===== src/rtl/cpu_types_pkg.sv =====
// cpu_types_pkg: shared core types.
//   word_t      - 32-bit machine word
//   ramstate_t  - RAM handshake state (FREE, BUSY, ACCESS, ERROR)
//   arb_state_t - unified-port arbiter state (IDLE, IGRANT, DGRANT); also
//                 visible to the hazard unit and testbenches
package cpu_types_pkg;

  localparam int unsigned WORD_W = 32;

  typedef logic [WORD_W-1:0] word_t;

  typedef enum logic [1:0] {
    FREE   = 2'd0,
    BUSY   = 2'd1,
    ACCESS = 2'd2,
    ERROR  = 2'd3
  } ramstate_t;

  typedef enum logic [1:0] {
    IDLE   = 2'd0,
    IGRANT = 2'd1,
    DGRANT = 2'd2
  } arb_state_t;

endpackage


===== src/rtl/mem_port_arbiter_if.sv =====
// mem_port_arbiter_if: groups the cache-side and RAM-side signals of the
// unified memory port arbiter.
//   Fetch side : halt, iREN, iaddr -> ihit, iload
//   Data side  : dREN, dWEN, daddr, dstore -> dhit, dload
//   RAM side   : ramREN, ramWEN, ramaddr, ramstore -> ramload, ramstate
//   Status     : bus_err (sticky timeout flag)
// Modports: slave = arbiter view, master = datapath/RAM (environment) view.
interface mem_port_arbiter_if;
  import cpu_types_pkg::*;

  logic      halt;
  logic      iREN;
  word_t     iaddr;
  logic      ihit;
  word_t     iload;
  logic      dREN;
  logic      dWEN;
  word_t     daddr;
  word_t     dstore;
  logic      dhit;
  word_t     dload;
  logic      ramREN;
  logic      ramWEN;
  word_t     ramaddr;
  word_t     ramstore;
  word_t     ramload;
  ramstate_t ramstate;
  logic      bus_err;

  modport slave (
    input  halt, iREN, iaddr, dREN, dWEN, daddr, dstore, ramload, ramstate,
    output ihit, iload, dhit, dload, ramREN, ramWEN, ramaddr, ramstore, bus_err
  );

  modport master (
    output halt, iREN, iaddr, dREN, dWEN, daddr, dstore, ramload, ramstate,
    input  ihit, iload, dhit, dload, ramREN, ramWEN, ramaddr, ramstore, bus_err
  );

endinterface


===== src/rtl/mem_port_arbiter.sv =====
// mem_port_arbiter: shares the single RAM port between instruction fetch and
// data access. Data has priority; after DSTREAK_MAX consecutive data grants
// with a fetch waiting, the fetch is forced. Each grant times out after
// TIMEOUT cycles without ACCESS (sticky bus_err, hit with zero data).
// halt blocks new fetch grants only.
// Ports:
//   CLK  - clock, rising edge
//   nRST - synchronous active-low reset
//   bus  - mem_port_arbiter_if.slave (cache-side and RAM-side signals)
module mem_port_arbiter
  import cpu_types_pkg::*;
#(
  parameter int unsigned DSTREAK_MAX = 4,
  parameter int unsigned TIMEOUT     = 64
) (
  input logic                 CLK,
  input logic                 nRST,
  mem_port_arbiter_if.slave   bus
);

  arb_state_t state_q, state_d;
  logic [7:0] waitcnt_q, waitcnt_d;
  logic [2:0] dstreak_q, dstreak_d;
  logic       bus_err_q;
  word_t      addr_q, addr_d;
  word_t      store_q, store_d;
  logic       wen_q, wen_d;

  logic  d_req, fetch_ok, force_fetch, access, expired;
  logic  ihit, dhit, timeout;
  logic  ram_ren, ram_wen;
  word_t ram_addr, ram_store, iload, dload;

  assign d_req    = bus.dREN | bus.dWEN;
  assign fetch_ok = bus.iREN & ~bus.halt;
  // >= rather than ==: the streak may saturate past the limit while halt
  // holds fetch off, and the fetch must still be forced once halt clears.
  assign force_fetch = fetch_ok && (dstreak_q >= 3'(DSTREAK_MAX));
  assign access  = (bus.ramstate == ACCESS);
  assign expired = (waitcnt_q == 8'(TIMEOUT - 1));

  always_comb begin
    state_d   = state_q;
    ram_ren   = 1'b0;
    ram_wen   = 1'b0;
    ram_addr  = '0;
    ram_store = '0;
    ihit      = 1'b0;
    dhit      = 1'b0;
    iload     = '0;
    dload     = '0;
    timeout   = 1'b0;
    case (state_q)
      IDLE: begin
        if (d_req && !force_fetch)
          state_d = DGRANT;
        else if (fetch_ok)
          state_d = IGRANT;
      end
      IGRANT: begin
        if (!bus.iREN) begin
          state_d = IDLE;
        end else begin
          ram_ren  = 1'b1;
          ram_addr = addr_q;
          if (access) begin
            ihit    = 1'b1;
            iload   = bus.ramload;
            state_d = IDLE;
          end else if (expired) begin
            ihit    = 1'b1;
            timeout = 1'b1;
            state_d = IDLE;
          end
        end
      end
      DGRANT: begin
        if (!d_req) begin
          state_d = IDLE;
        end else begin
          ram_ren   = ~wen_q;
          ram_wen   = wen_q;
          ram_addr  = addr_q;
          ram_store = store_q;
          if (access) begin
            dhit    = 1'b1;
            dload   = bus.ramload;
            state_d = IDLE;
          end else if (expired) begin
            dhit    = 1'b1;
            timeout = 1'b1;
            state_d = IDLE;
          end
        end
      end
      default: state_d = IDLE;
    endcase
  end

  // Capture on grant entry; held for the whole grant.
  always_comb begin
    addr_d  = addr_q;
    store_d = store_q;
    wen_d   = wen_q;
    if (state_q == IDLE) begin
      if (state_d == DGRANT) begin
        addr_d  = bus.daddr;
        store_d = bus.dstore;
        wen_d   = bus.dWEN;
      end else if (state_d == IGRANT) begin
        addr_d  = bus.iaddr;
        store_d = '0;
        wen_d   = 1'b0;
      end
    end
  end

  always_comb begin
    waitcnt_d = waitcnt_q;
    if (state_q == IDLE)
      waitcnt_d = '0;
    else if (!access)
      waitcnt_d = waitcnt_q + 8'd1;
  end

  always_comb begin
    dstreak_d = dstreak_q;
    if (dhit) begin
      if (!bus.iREN)
        dstreak_d = '0;
      else if (dstreak_q != 3'd7)
        dstreak_d = dstreak_q + 3'd1;
    end else if (ihit) begin
      dstreak_d = '0;
    end
  end

  always_ff @(posedge CLK) begin
    if (!nRST) state_q <= IDLE;
    else       state_q <= state_d;
  end

  always_ff @(posedge CLK) begin
    if (!nRST) waitcnt_q <= '0;
    else       waitcnt_q <= waitcnt_d;
  end

  always_ff @(posedge CLK) begin
    if (!nRST) dstreak_q <= '0;
    else       dstreak_q <= dstreak_d;
  end

  always_ff @(posedge CLK) begin
    if (!nRST) begin
      addr_q  <= '0;
      store_q <= '0;
      wen_q   <= 1'b0;
    end else begin
      addr_q  <= addr_d;
      store_q <= store_d;
      wen_q   <= wen_d;
    end
  end

  always_ff @(posedge CLK) begin
    if (!nRST)        bus_err_q <= 1'b0;
    else if (timeout) bus_err_q <= 1'b1;
  end

  assign bus.ramREN   = ram_ren;
  assign bus.ramWEN   = ram_wen;
  assign bus.ramaddr  = ram_addr;
  assign bus.ramstore = ram_store;
  assign bus.ihit     = ihit;
  assign bus.iload    = iload;
  assign bus.dhit     = dhit;
  assign bus.dload    = dload;
  assign bus.bus_err  = bus_err_q;

endmodule


===== src/flat_wrapper.sv =====
// flat-port wrapper written by rule: the top's interface ports become plain ports
module mem_port_arbiter_flat import cpu_types_pkg::*;
#(
  parameter int unsigned DSTREAK_MAX = 4,
  parameter int unsigned TIMEOUT     = 64
)
  (CLK, nRST, bus_halt, bus_iREN, bus_iaddr, bus_dREN, bus_dWEN, bus_daddr, bus_dstore, bus_ramload, bus_ramstate, bus_ihit, bus_iload, bus_dhit, bus_dload, bus_ramREN, bus_ramWEN, bus_ramaddr, bus_ramstore, bus_bus_err);
  mem_port_arbiter_if bus_i ();
  input logic CLK;
  input logic nRST;
  input wire logic [$bits(bus_i.halt)-1:0] bus_halt;
  input wire logic [$bits(bus_i.iREN)-1:0] bus_iREN;
  input wire logic [$bits(bus_i.iaddr)-1:0] bus_iaddr;
  input wire logic [$bits(bus_i.dREN)-1:0] bus_dREN;
  input wire logic [$bits(bus_i.dWEN)-1:0] bus_dWEN;
  input wire logic [$bits(bus_i.daddr)-1:0] bus_daddr;
  input wire logic [$bits(bus_i.dstore)-1:0] bus_dstore;
  input wire logic [$bits(bus_i.ramload)-1:0] bus_ramload;
  input wire logic [$bits(bus_i.ramstate)-1:0] bus_ramstate;
  output wire logic [$bits(bus_i.ihit)-1:0] bus_ihit;
  output wire logic [$bits(bus_i.iload)-1:0] bus_iload;
  output wire logic [$bits(bus_i.dhit)-1:0] bus_dhit;
  output wire logic [$bits(bus_i.dload)-1:0] bus_dload;
  output wire logic [$bits(bus_i.ramREN)-1:0] bus_ramREN;
  output wire logic [$bits(bus_i.ramWEN)-1:0] bus_ramWEN;
  output wire logic [$bits(bus_i.ramaddr)-1:0] bus_ramaddr;
  output wire logic [$bits(bus_i.ramstore)-1:0] bus_ramstore;
  output wire logic [$bits(bus_i.bus_err)-1:0] bus_bus_err;
  assign bus_i.halt = bus_halt;
  assign bus_i.iREN = bus_iREN;
  assign bus_i.iaddr = bus_iaddr;
  assign bus_i.dREN = bus_dREN;
  assign bus_i.dWEN = bus_dWEN;
  assign bus_i.daddr = bus_daddr;
  assign bus_i.dstore = bus_dstore;
  assign bus_i.ramload = bus_ramload;
  assign bus_i.ramstate = bus_ramstate;
  assign bus_ihit = bus_i.ihit;
  assign bus_iload = bus_i.iload;
  assign bus_dhit = bus_i.dhit;
  assign bus_dload = bus_i.dload;
  assign bus_ramREN = bus_i.ramREN;
  assign bus_ramWEN = bus_i.ramWEN;
  assign bus_ramaddr = bus_i.ramaddr;
  assign bus_ramstore = bus_i.ramstore;
  assign bus_bus_err = bus_i.bus_err;
  mem_port_arbiter #(.DSTREAK_MAX(DSTREAK_MAX), .TIMEOUT(TIMEOUT)) u_core (.CLK(CLK), .nRST(nRST), .bus(bus_i));
endmodule

===== config.mk =====
export PLATFORM = sky130hd
export DESIGN_NAME = mem_port_arbiter_flat
export DESIGN_NICKNAME = d
export VERILOG_FILES = /design/src/rtl/cpu_types_pkg.sv /design/src/rtl/mem_port_arbiter_if.sv /design/src/rtl/mem_port_arbiter.sv /design/src/flat_wrapper.sv
export SDC_FILE = /design/constraint.sdc
export NUM_CORES = 1
export LEC_CHECK = 0
export ABC_AREA = 1
export CORE_MARGIN = 2
export CORE_UTILIZATION = 42
export CTS_BUF_LIST = sky130_fd_sc_hd__clkbuf_8
export DETAILED_ROUTE_END_ITERATION = 8
export GPL_ROUTABILITY_DRIVEN = 1
export PLACE_DENSITY_LB_ADDON = 0.05
export SYNTH_ARGS = -nofsm -noshare
export SYNTH_HDL_FRONTEND = slang
export SYNTH_SLANG_ARGS = --single-unit

===== constraint.sdc =====
create_clock -name CLK -period 4.6 [get_ports CLK]
set_input_delay 0.46 -clock CLK [delete_from_list [all_inputs] [get_ports CLK]]
set_output_delay 0.46 -clock CLK [all_outputs]
set_load 0.02 [all_outputs]

# [Word level (Yosys, flattened, before mapping)]
# Cells that the tools add are included.
[word_totals] input_bits=136 word_cells=74 n_memories=0 mem_bits_rw=0 latchBits=0 romBits=0 ff_bits=79 out_inout_bits=133
[classes] n_mul=0 div_mod_pow=0 add_sub_neg=2 bitwise_logic=5 reduce_logical=9 eq_ne=8 order_cmp=1 mux=42 shift=0
[op_table] cell="$mux 32" n=13
[op_table] cell="$pmux 32 s2" n=1
[op_table] cell="$mux 1" n=15
[op_table] cell="$mux 2" n=6
[op_table] cell="$mux 3" n=4
[op_table] cell="$add 8x1->8 const B" n=1
[op_table] cell="$eq 8x6->1 const B" n=1
[op_table] cell="$eq 2x2->1 const B" n=3
[op_table] cell="$pmux 2 s3" n=1
[op_table] cell="$eq 2x1->1 const B" n=2
[op_table] cell="$pmux 1 s2" n=2
[op_table] cell="$reduce_and 2->1" n=2
[op_table] cell="$reduce_bool 2->1" n=2
[op_table] cell="$add 3x1->3 const B" n=1
[op_table] cell="$ge 3x3->1 const B" n=1
[op_table] cell="$ne 3x2->1 const B" n=1
[op_table] cell="$ne 3x3->1 const B" n=1
[op_table] cell="$not 1->1" n=3
[op_table] cell="$logic_and 1x1->1" n=2
[op_table] cell="$logic_not 2->1" n=1
[op_table] cell="$reduce_or 2->1" n=1
[op_table] cell="$and 1x1->1" n=1
[op_table] cell="$logic_not 1->1" n=1
[op_table] cell="$or 1x1->1" n=1

# [Depth between registers and ports, before layout]
# Gate-level depths: netlist of the first run.
[logic_depth] depth_word=10 mapped_depth=15 depth_no_buf=13

# [Worst setup path after synthesis of the first run]
# OpenSTA, ideal clock, no wires.
[synth_timing] path_kind="register to output" startpoint="register u_core.state_q[0]" endpoint="output bus_dload[24]" stages_incl_launch_ff=7 arrival_time_ps=1494 required_ps=4140 setup_slack_ps=2646 n_path_buf=2 cell_sequence="dfxtp_1 -> inv_1 -> ha_1 -> nand2_1 -> clkbuf_1 -> buf_1 -> nor2_1"
[synth_via] elab_chain_len=2
[synth_lines] element="from (decl)" line_no="mem_port_arbiter.sv:21" source="arb_state_t state_q, state_d;"
[synth_lines] element="from (signal assigned)" line_no="mem_port_arbiter.sv:140" source="else state_q <= state_d;"
[synth_lines] element="$eq 2x2->1" line_no="mem_port_arbiter.sv:53" source="case (state_q)"
[synth_lines] element="$mux 32" line_no="mem_port_arbiter.sv:53"
[synth_lines] element="to (decl)" line_no="flat_wrapper.sv:23" source="output wire logic [$bits(bus_i.dload)-1:0] bus_dload;"
# No other way between the ends.

# [Worst setup path after layout of the first run]
[layout_timing] startpoint="register u_core.state_q[1]" endpoint="output bus_ramaddr[0]"
[layout_via] elab_chain_len=2 elab_cells_between_ends=3 cone_classes="eq/ne (2); mux (1)"
[layout_lines] element="$eq 2x2->1 / $eq 2x1->1 (equally long branches)" line_no="mem_port_arbiter.sv:53"
[layout_lines] element="$pmux 32 s2 (*)" line_no="mem_port_arbiter.sv:53"
[layout_lines] element="to (decl)" line_no="flat_wrapper.sv:26" source="output wire logic [$bits(bus_i.ramaddr)-1:0] bus_ramaddr;"
# Mark *: on every way between the ends. The rest lies on a longest branch, timed or not.

==> impl_metrics.csv, run 1 <==
group,metric,value,unit
power_and_ir_drop,leakage,3.09,nW
worst_setup_path,endpoint_kind,"primary output",
place,place_area,7220,um2
detailed_routing,remaining_drc_errors,0,
timing,timing.final.crit_share,71.0,%
worst_setup_path,crit_arrival,2.81,ns
clock_tree,numClockSinks,79,
final_layout,drive_gt1_share,3.21,%
final_layout,multi_input_area,2370,um2
detailed_routing,drt_pass1_iterations,5,
clock_tree,root_buffer,"clkbuf_8",
status,status,"completed",
floorplanning,die_h,108,um
global_route,grt_max_degree,68,
global_route,grt_pass1_vias,4778,
clock_tree,path_clk_slew,0.08,ns
synth,synthCells,784,
timing,fin_tns_setup,0,ns
detailed_routing,vias,5338,
synth,synthFlopType,"dfxtp_1",
floorplanning,fp.dieW,108,um
synth,synth_top_area_cell,"dfxtp_1",
worst_setup_path,crit_start,"u_core.state_q[1]$_SDFF_PN0_",
floorplanning,core_area,10400,um2
clock_tree,cts_resized,0,
clock_tree,max-clock-path-buffers,2,
timing,max_slew_margin,51.9,%
timing,finClkSkew,0.0114,ns
final_layout,design_area,7420,um2
floorplanning,initial_core_util,43.4,%
worst_setup_path,cpMostUsedCell,"nand2_1",
detailed_routing,first_iter_violations,235,
timing,setup_viol,0,
synth,yosys-top-cells-count,"253 x nand2_1, 207 x nor2_1, 84 x inv_1, 79 x dfxtp_1, 44 x a21oi_1",
synth,synth_area,4500,um2
timing,hold_violations,0,
worst_setup_path,reg2reg_from,"u_core.state_q[1]$_SDFF_PN0_",
final_layout,syn_to_final_growth,64.8,%
place,hpwl,10200,um
clock_tree,hold_buffers,0,
synth,syn_nets,927,
place,dp.cells,1149,
global_route,grt_pass1_wl,22300,um
power_and_ir_drop,ir_drop,0.134,mV
worst_setup_path,critPathTopFamily,"buffers and inverters",
synth,ys_async_sr_fraction,0,%
clock_tree,clk_latency,0.35,ns
min_path,hp-class,"flip-flop to flip-flop",
timing,max_freq,306,MHz
final_layout,layout.nets,1167,
global_route,antenna_found_initial,0,
worst_setup_path,cp-start-kind,"flip-flop",
timing,maxSlewViolCount,0,
worst_setup_path,slowest_delay,0.55,ns
detailed_routing,wl_per_cell,12.1,um
place,gp_congestion,0.855,
clock_tree,cts_setup_buffers,0,
synth,syn_avg_cell_area,5.74,um2
synth,ys.warnings.count,0,
final_layout,instances_no_fill,1165,
flow_run,drv_cap,0,
clock_tree,cts_tree,"built",
worst_setup_path,cp_slowest_cell,"clkdlybuf4s50_1",
synth,synth-edff-count,0,
synth,synth_most_common_cell,"nand2_1",
power_and_ir_drop,power_density,256,nW/um2
clock_tree,cts_buffers,9,
timing,layout_min_cycle_time,3.27,ns
worst_setup_path,crit_required,4.14,ns
detailed_routing,wirelength,14000,um
final_layout,n_fill_cell,943,
timing,worstMarginPinSlew,0.721,ns
detailed_routing,vias_per_cell,4.58,
floorplanning,design.die.area,11600,um2
global_route,track_usage,23.7,%
min_path,hold_start,"u_core.store_q[12]$_SDFFE_PN0P_",
synth,synth_area_leaders,"dfxtp_1 35%, nand2_1 21%, nor2_1 17%",
global_route,grt_overflow,0,
floorplanning,row_count,37,
synth,seq_area_frac_synth,35.1,%
worst_setup_path,cp_num_buf_inv,3,
final_layout,antenna_cells,0,
worst_setup_path,worstPathMaxFanout,37,
place,io_buffer_count,268,
final_layout,regArea,1580,um2
timing,rsz0062_at_grt,"false",
synth,yosysUniqueCellTypes,22,
detailed_routing,ant_nets,0,
worst_setup_path,crit_type,"flip-flop to primary output",
clock_tree,htree_levels,3,
worst_setup_path,cp_cell_sequence,"inv_1 > ha_1 > nand2_2 > nand2_1 > nand2_1 > buf_4 > nor2_1 > clkdlybuf4s50_1",
floorplanning,ios,269,
synth,synth-seq-cells,79,
synth,synth_top_area_share,35.1,%
worst paths after layout:
path | end | cells after the start | slack (ns)
max | bus_ramaddr[0] | 8 | 1.33
min | u_core.store_q[12]$_SDFFE_PN0P_ | 2 | 0.46
max reg2reg | u_core.store_q[30]$_SDFFE_PN0P_ | 12 | 1.59
min reg2reg | u_core.store_q[12]$_SDFFE_PN0P_ | 2 | 0.46
placed cells by master (no fill, tap or decap), types with 7 or more instances in the layout:
| master | instances |
|---|---|
| ha_1 | 7 |
| nand3_1 | 41 |
| buf_4 | 7 |
| a21oi_1 | 44 |
| dfxtp_1 | 79 |
| nor2_1 | 206 |
| nand2_1 | 252 |
| clkdlybuf4s50_1 | 268 |
| clkbuf_8 | 9 |
| inv_1 | 84 |
state kept, by name (all words and copies together), names as in the netlist:
register            cells
u_core.addr_q          32
u_core.bus.bus_err      1
u_core.dstreak_q        3
u_core.state_q          2
u_core.store_q         32
u_core.waitcnt_q        8
u_core.wen_q            1
worst min-delay path: cells and delay by family (launching register included):
family,cells,cell delay [ns]
simple gates,1,0.06
compound gates,1,0.05
flops,1,0.31
per-stage QoR:
step	hold slack (ns)	total power [W]	worst slack (ns)	util, %
after CTS	0.462	0.00192	1.32	71.5
after global placement	0.446	0.00140	1.22	69.6
after floorplan	0.438	0.00118	2.65	-
after detailed placement	0.451	0.00141	1.11	69.6
after global routing	0.482	0.00203	1.11	71.5
final	0.462	0.00190	1.33	71.5
power breakdown:
group / switching (W) / internal (W) / leakage [nW]
Clock: 0.000258 / 0.000251 / 0.0992
Combinational: 0.000338 / 0.000266 / 2.34
Sequential: 0.0000273 / 0.000760 / 0.650
Total: 0.000623 / 0.00128 / 3.09
per-layer routing:
layer / vias up / wire [um] / GRT usage [%]
li1: 2827 / - / -
met1: 2306 / 6080 / 29.8
met2: 181 / 6670 / 39.8
met3: 24 / 1010 / 5.45
met4: 0 / 274 / 7.78
met5: - / 0 / 0
logic make-up after synthesis:
kind of cell / Yosys count / synth area share [%]
adder cells (fa/ha/maj): 7 / 1.95
buffers and inverters: 133 / 12.5
flip-flops: 79 / 35.1
AO/OA/AOI/OAI: 50 / 5.59
AND/OR/NAND/NOR: 515 / 44.8
cell type report:
class	count	share of cell area [%]
Multi-Input combinational cell	572	32.0
Timing Repair Buffer	277	37.4
Inverter	85	4.30
Clock buffer	9	1.67
Tap cell	136	2.29
Sequential cell	79	21.3
Clock inverter	7	0.995
No activity file was read; power rests on OpenSTA's default activity.
==> inputs of run 2 (changes only) <==
- CORE_UTILIZATION: 42 -> 39
- clock period: 4.6 -> 3.1 ns (I/O delays scaled with it)
==> run 2 against run 1 <==
Combinational power rose by 51%. Register-to-register slack got worse by 0.65 ns. Die area rose by 7.4%. Non-clock buffer count rose by 6. Sequential cell count unchanged. Sequential power rose by 49%. Setup slack lost 0.87 ns. Routed wire length is 2.3% higher. Critical endpoint is now bus_ramREN.
==> impl_metrics.csv, run 2 (synthesized netlist as in run 1, its figures left out) <==
group,metric,value,unit
worst_setup_path,ff2ff_setup_slack,0.94,ns
place,io_buffer_count,268,
min_path,hold_depth,2,
clock_tree,htree_levels,3,
worst_setup_path,cp_cell_sequence,"inv_1 > ha_1 > nand2_2 > nand2_1 > nand2_1 > buf_4 > a21oi_1 > clkdlybuf4s50_1",
detailed_routing,drt_pass1_iterations,6,
worst_setup_path,r2r-end,"u_core.store_q[0]$_SDFFE_PN0P_",
worst_setup_path,crit_required,2.79,ns
global_route,grt_pass1_vias,4712,
worst_setup_path,endpoint_kind,"primary output",
global_route,antenna_found_initial,0,
clock_tree,cts_tree,"built",
floorplanning,die_h,111,um
power_and_ir_drop,ir_drop,0.328,mV
final_layout,layout.nets,1173,
clock_tree,cts_buffers,9,
timing,fin_ws,0.458,ns
detailed_routing,vias_per_cell,4.54,
timing,max_freq,379,MHz
floorplanning,initial_core_util,39.8,%
final_layout,reg_top3,"u_core.addr_q x32, u_core.store_q x32, u_core.waitcnt_q x8",
timing,hold_violations,0,
timing,max_slew_margin,72.6,%
detailed_routing,ant_nets,0,
power_and_ir_drop,switching_power,0.000925,W
power_and_ir_drop,swShare,33.7,%
global_route,grt_overflow,0,
worst_setup_path,reg2reg_from,"u_core.state_q[0]$_SDFF_PN0_",
place,place_ws,0.504,ns
worst_setup_path,r2r_cells,12,
timing,layout_min_cycle_time,2.64,ns
place,gp_congestion,0.800,
worst_setup_path,cp_slowest_cell,"clkdlybuf4s50_1",
worst_setup_path,slowest_delay,0.66,ns
timing,worst_hold_slack,0.461,ns
timing,fin_tns_setup,0,ns
detailed_routing,first_iter_violations,370,
power_and_ir_drop,p_int,0.00182,W
detailed_routing,vias,5351,
timing,maxSlewViolCount,0,
floorplanning,fp.dieW,111,um
worst_setup_path,cp_num_buf_inv,3,
clock_tree,numClockSinks,79,
clock_tree,cts_resized,0,
timing,setup_viol,0,
timing,timing.final.crit_share,85.2,%
clock_tree,clk_latency,0.36,ns
clock_tree,root_buffer,"clkbuf_8",
worst_setup_path,worstPathMaxFanout,33,
worst_setup_path,critPathTopFamily,"buffers and inverters",
worst_setup_path,crit_type,"flip-flop to primary output",
min_path,whs_endpoint,"u_core.store_q[12]$_SDFFE_PN0P_",
final_layout,syn_to_final_growth,65.5,%
final_layout,antenna_cells,0,
final_layout,n_fill_cell,1094,
floorplanning,design.die.area,12400,um2
final_layout,final_common_cell,"clkdlybuf4s50_1",
timing,worstMarginPinSlew,0.411,ns
global_route,track_usage,22.4,%
worst_setup_path,crit_cells,8,
place,hpwl,10400,um
power_and_ir_drop,pwr-share-comb,33.2,%
timing,rsz0062_at_grt,"false",
detailed_routing,wirelength,14400,um
power_and_ir_drop,power_density,368,nW/um2
min_path,hold_start,"u_core.store_q[12]$_SDFFE_PN0P_",
power_and_ir_drop,clkPwrFrac,24.3,%
power_and_ir_drop,power_frac_seq,42.5,%
worst_setup_path,crit_arrival,2.33,ns
global_route,grt_pass1_wl,22900,um
worst_setup_path,cp-start-kind,"flip-flop",
clock_tree,path_clk_slew,0.08,ns
timing,finClkSkew,0.0111,ns
final_layout,multi_input_area,2370,um2
clock_tree,max-clock-path-buffers,2,
floorplanning,core_area,11300,um2
detailed_routing,wl_per_cell,12.2,um
final_layout,layout_common_cells,"268 x clkdlybuf4s50_1, 252 x nand2_1, 206 x nor2_1, 85 x inv_1, 79 x dfxtp_1",
floorplanning,ios,269,
min_path,hp-class,"flip-flop to flip-flop",
final_layout,utilization,65.8,%
final_layout,drive_gt1_share,3.67,%
clock_tree,cts_setup_buffers,0,
floorplanning,row_count,39,
global_route,grt_max_degree,68,
final_layout,regArea,1580,um2
clock_tree,hold_buffers,0,
flow_run,drv_cap,0,
status,status,"completed",
detailed_routing,remaining_drc_errors,0,
worst_setup_path,cpMostUsedCell,"nand2_1",
power_and_ir_drop,leakage,3.12,nW
-- run 2: how the worst max path moves through the flow --
stage                                 startpoint                              to  slack, ns
floorplan           u_core.state_q[0]$_SDFF_PN0_  u_core.addr_q[10]$_SDFFE_PN0P_       1.26
global placement                        bus_dWEN                      bus_ramREN       0.55
detailed placement                      bus_dWEN                      bus_ramREN       0.50
CTS                 u_core.state_q[0]$_SDFF_PN0_                      bus_ramREN       0.42
global route        u_core.state_q[0]$_SDFF_PN0_                      bus_ramREN       0.33
finish              u_core.state_q[0]$_SDFF_PN0_                      bus_ramREN       0.46
-- run 2: area by class of cell --
class / count / area share (%)
clock buffers: 9 / 1.66
clock inverters: 7 / 0.537
inverters: 85 / 4.28
multi-input cells: 572 / 31.9
flip-flops and latches: 79 / 21.2
well taps: 143 / 2.40
repair buffers: 283 / 38.0
-- run 2: tightest hold or removal path: stages, from the launching register on --
cell     delay (ns)
dfxtp_1        0.31
nand2_1        0.06
a21oi_1        0.05
-- run 2: per-stage QoR --
step	std cells	total power, W	cell area (um2)
final	1178	0.00274	7450
after global routing	1178	0.00295	7450
after CTS	1178	0.00279	7450
after detailed placement	1162	0.00211	7290
after global placement	1162	0.00210	7290
after floorplan	784	0.00175	4500
-- run 2: per-layer routing --
layer | global-route usage (%) | wire length [um] | vias to the layer above
li1 | - | - | 2835
met1 | 27.1 | 6070 | 2343
met2 | 38.5 | 7110 | 150
met3 | 6.31 | 875 | 23
met4 | 7.24 | 304 | 0
met5 | 0 | 0 | -
-- run 2: power by group through the flow --
stage,logic (W),registers [W],clock network (W)
4_1_cts,0.000923,0.00117,0.000697
3_5_place_dp,0.000918,0.00119,0
6_report,0.000911,0.00117,0.000667
3_3_place_gp,0.000913,0.00119,0
5_1_grt,0.00103,0.00118,0.000738
2_1_floorplan,0.000571,0.00118,0
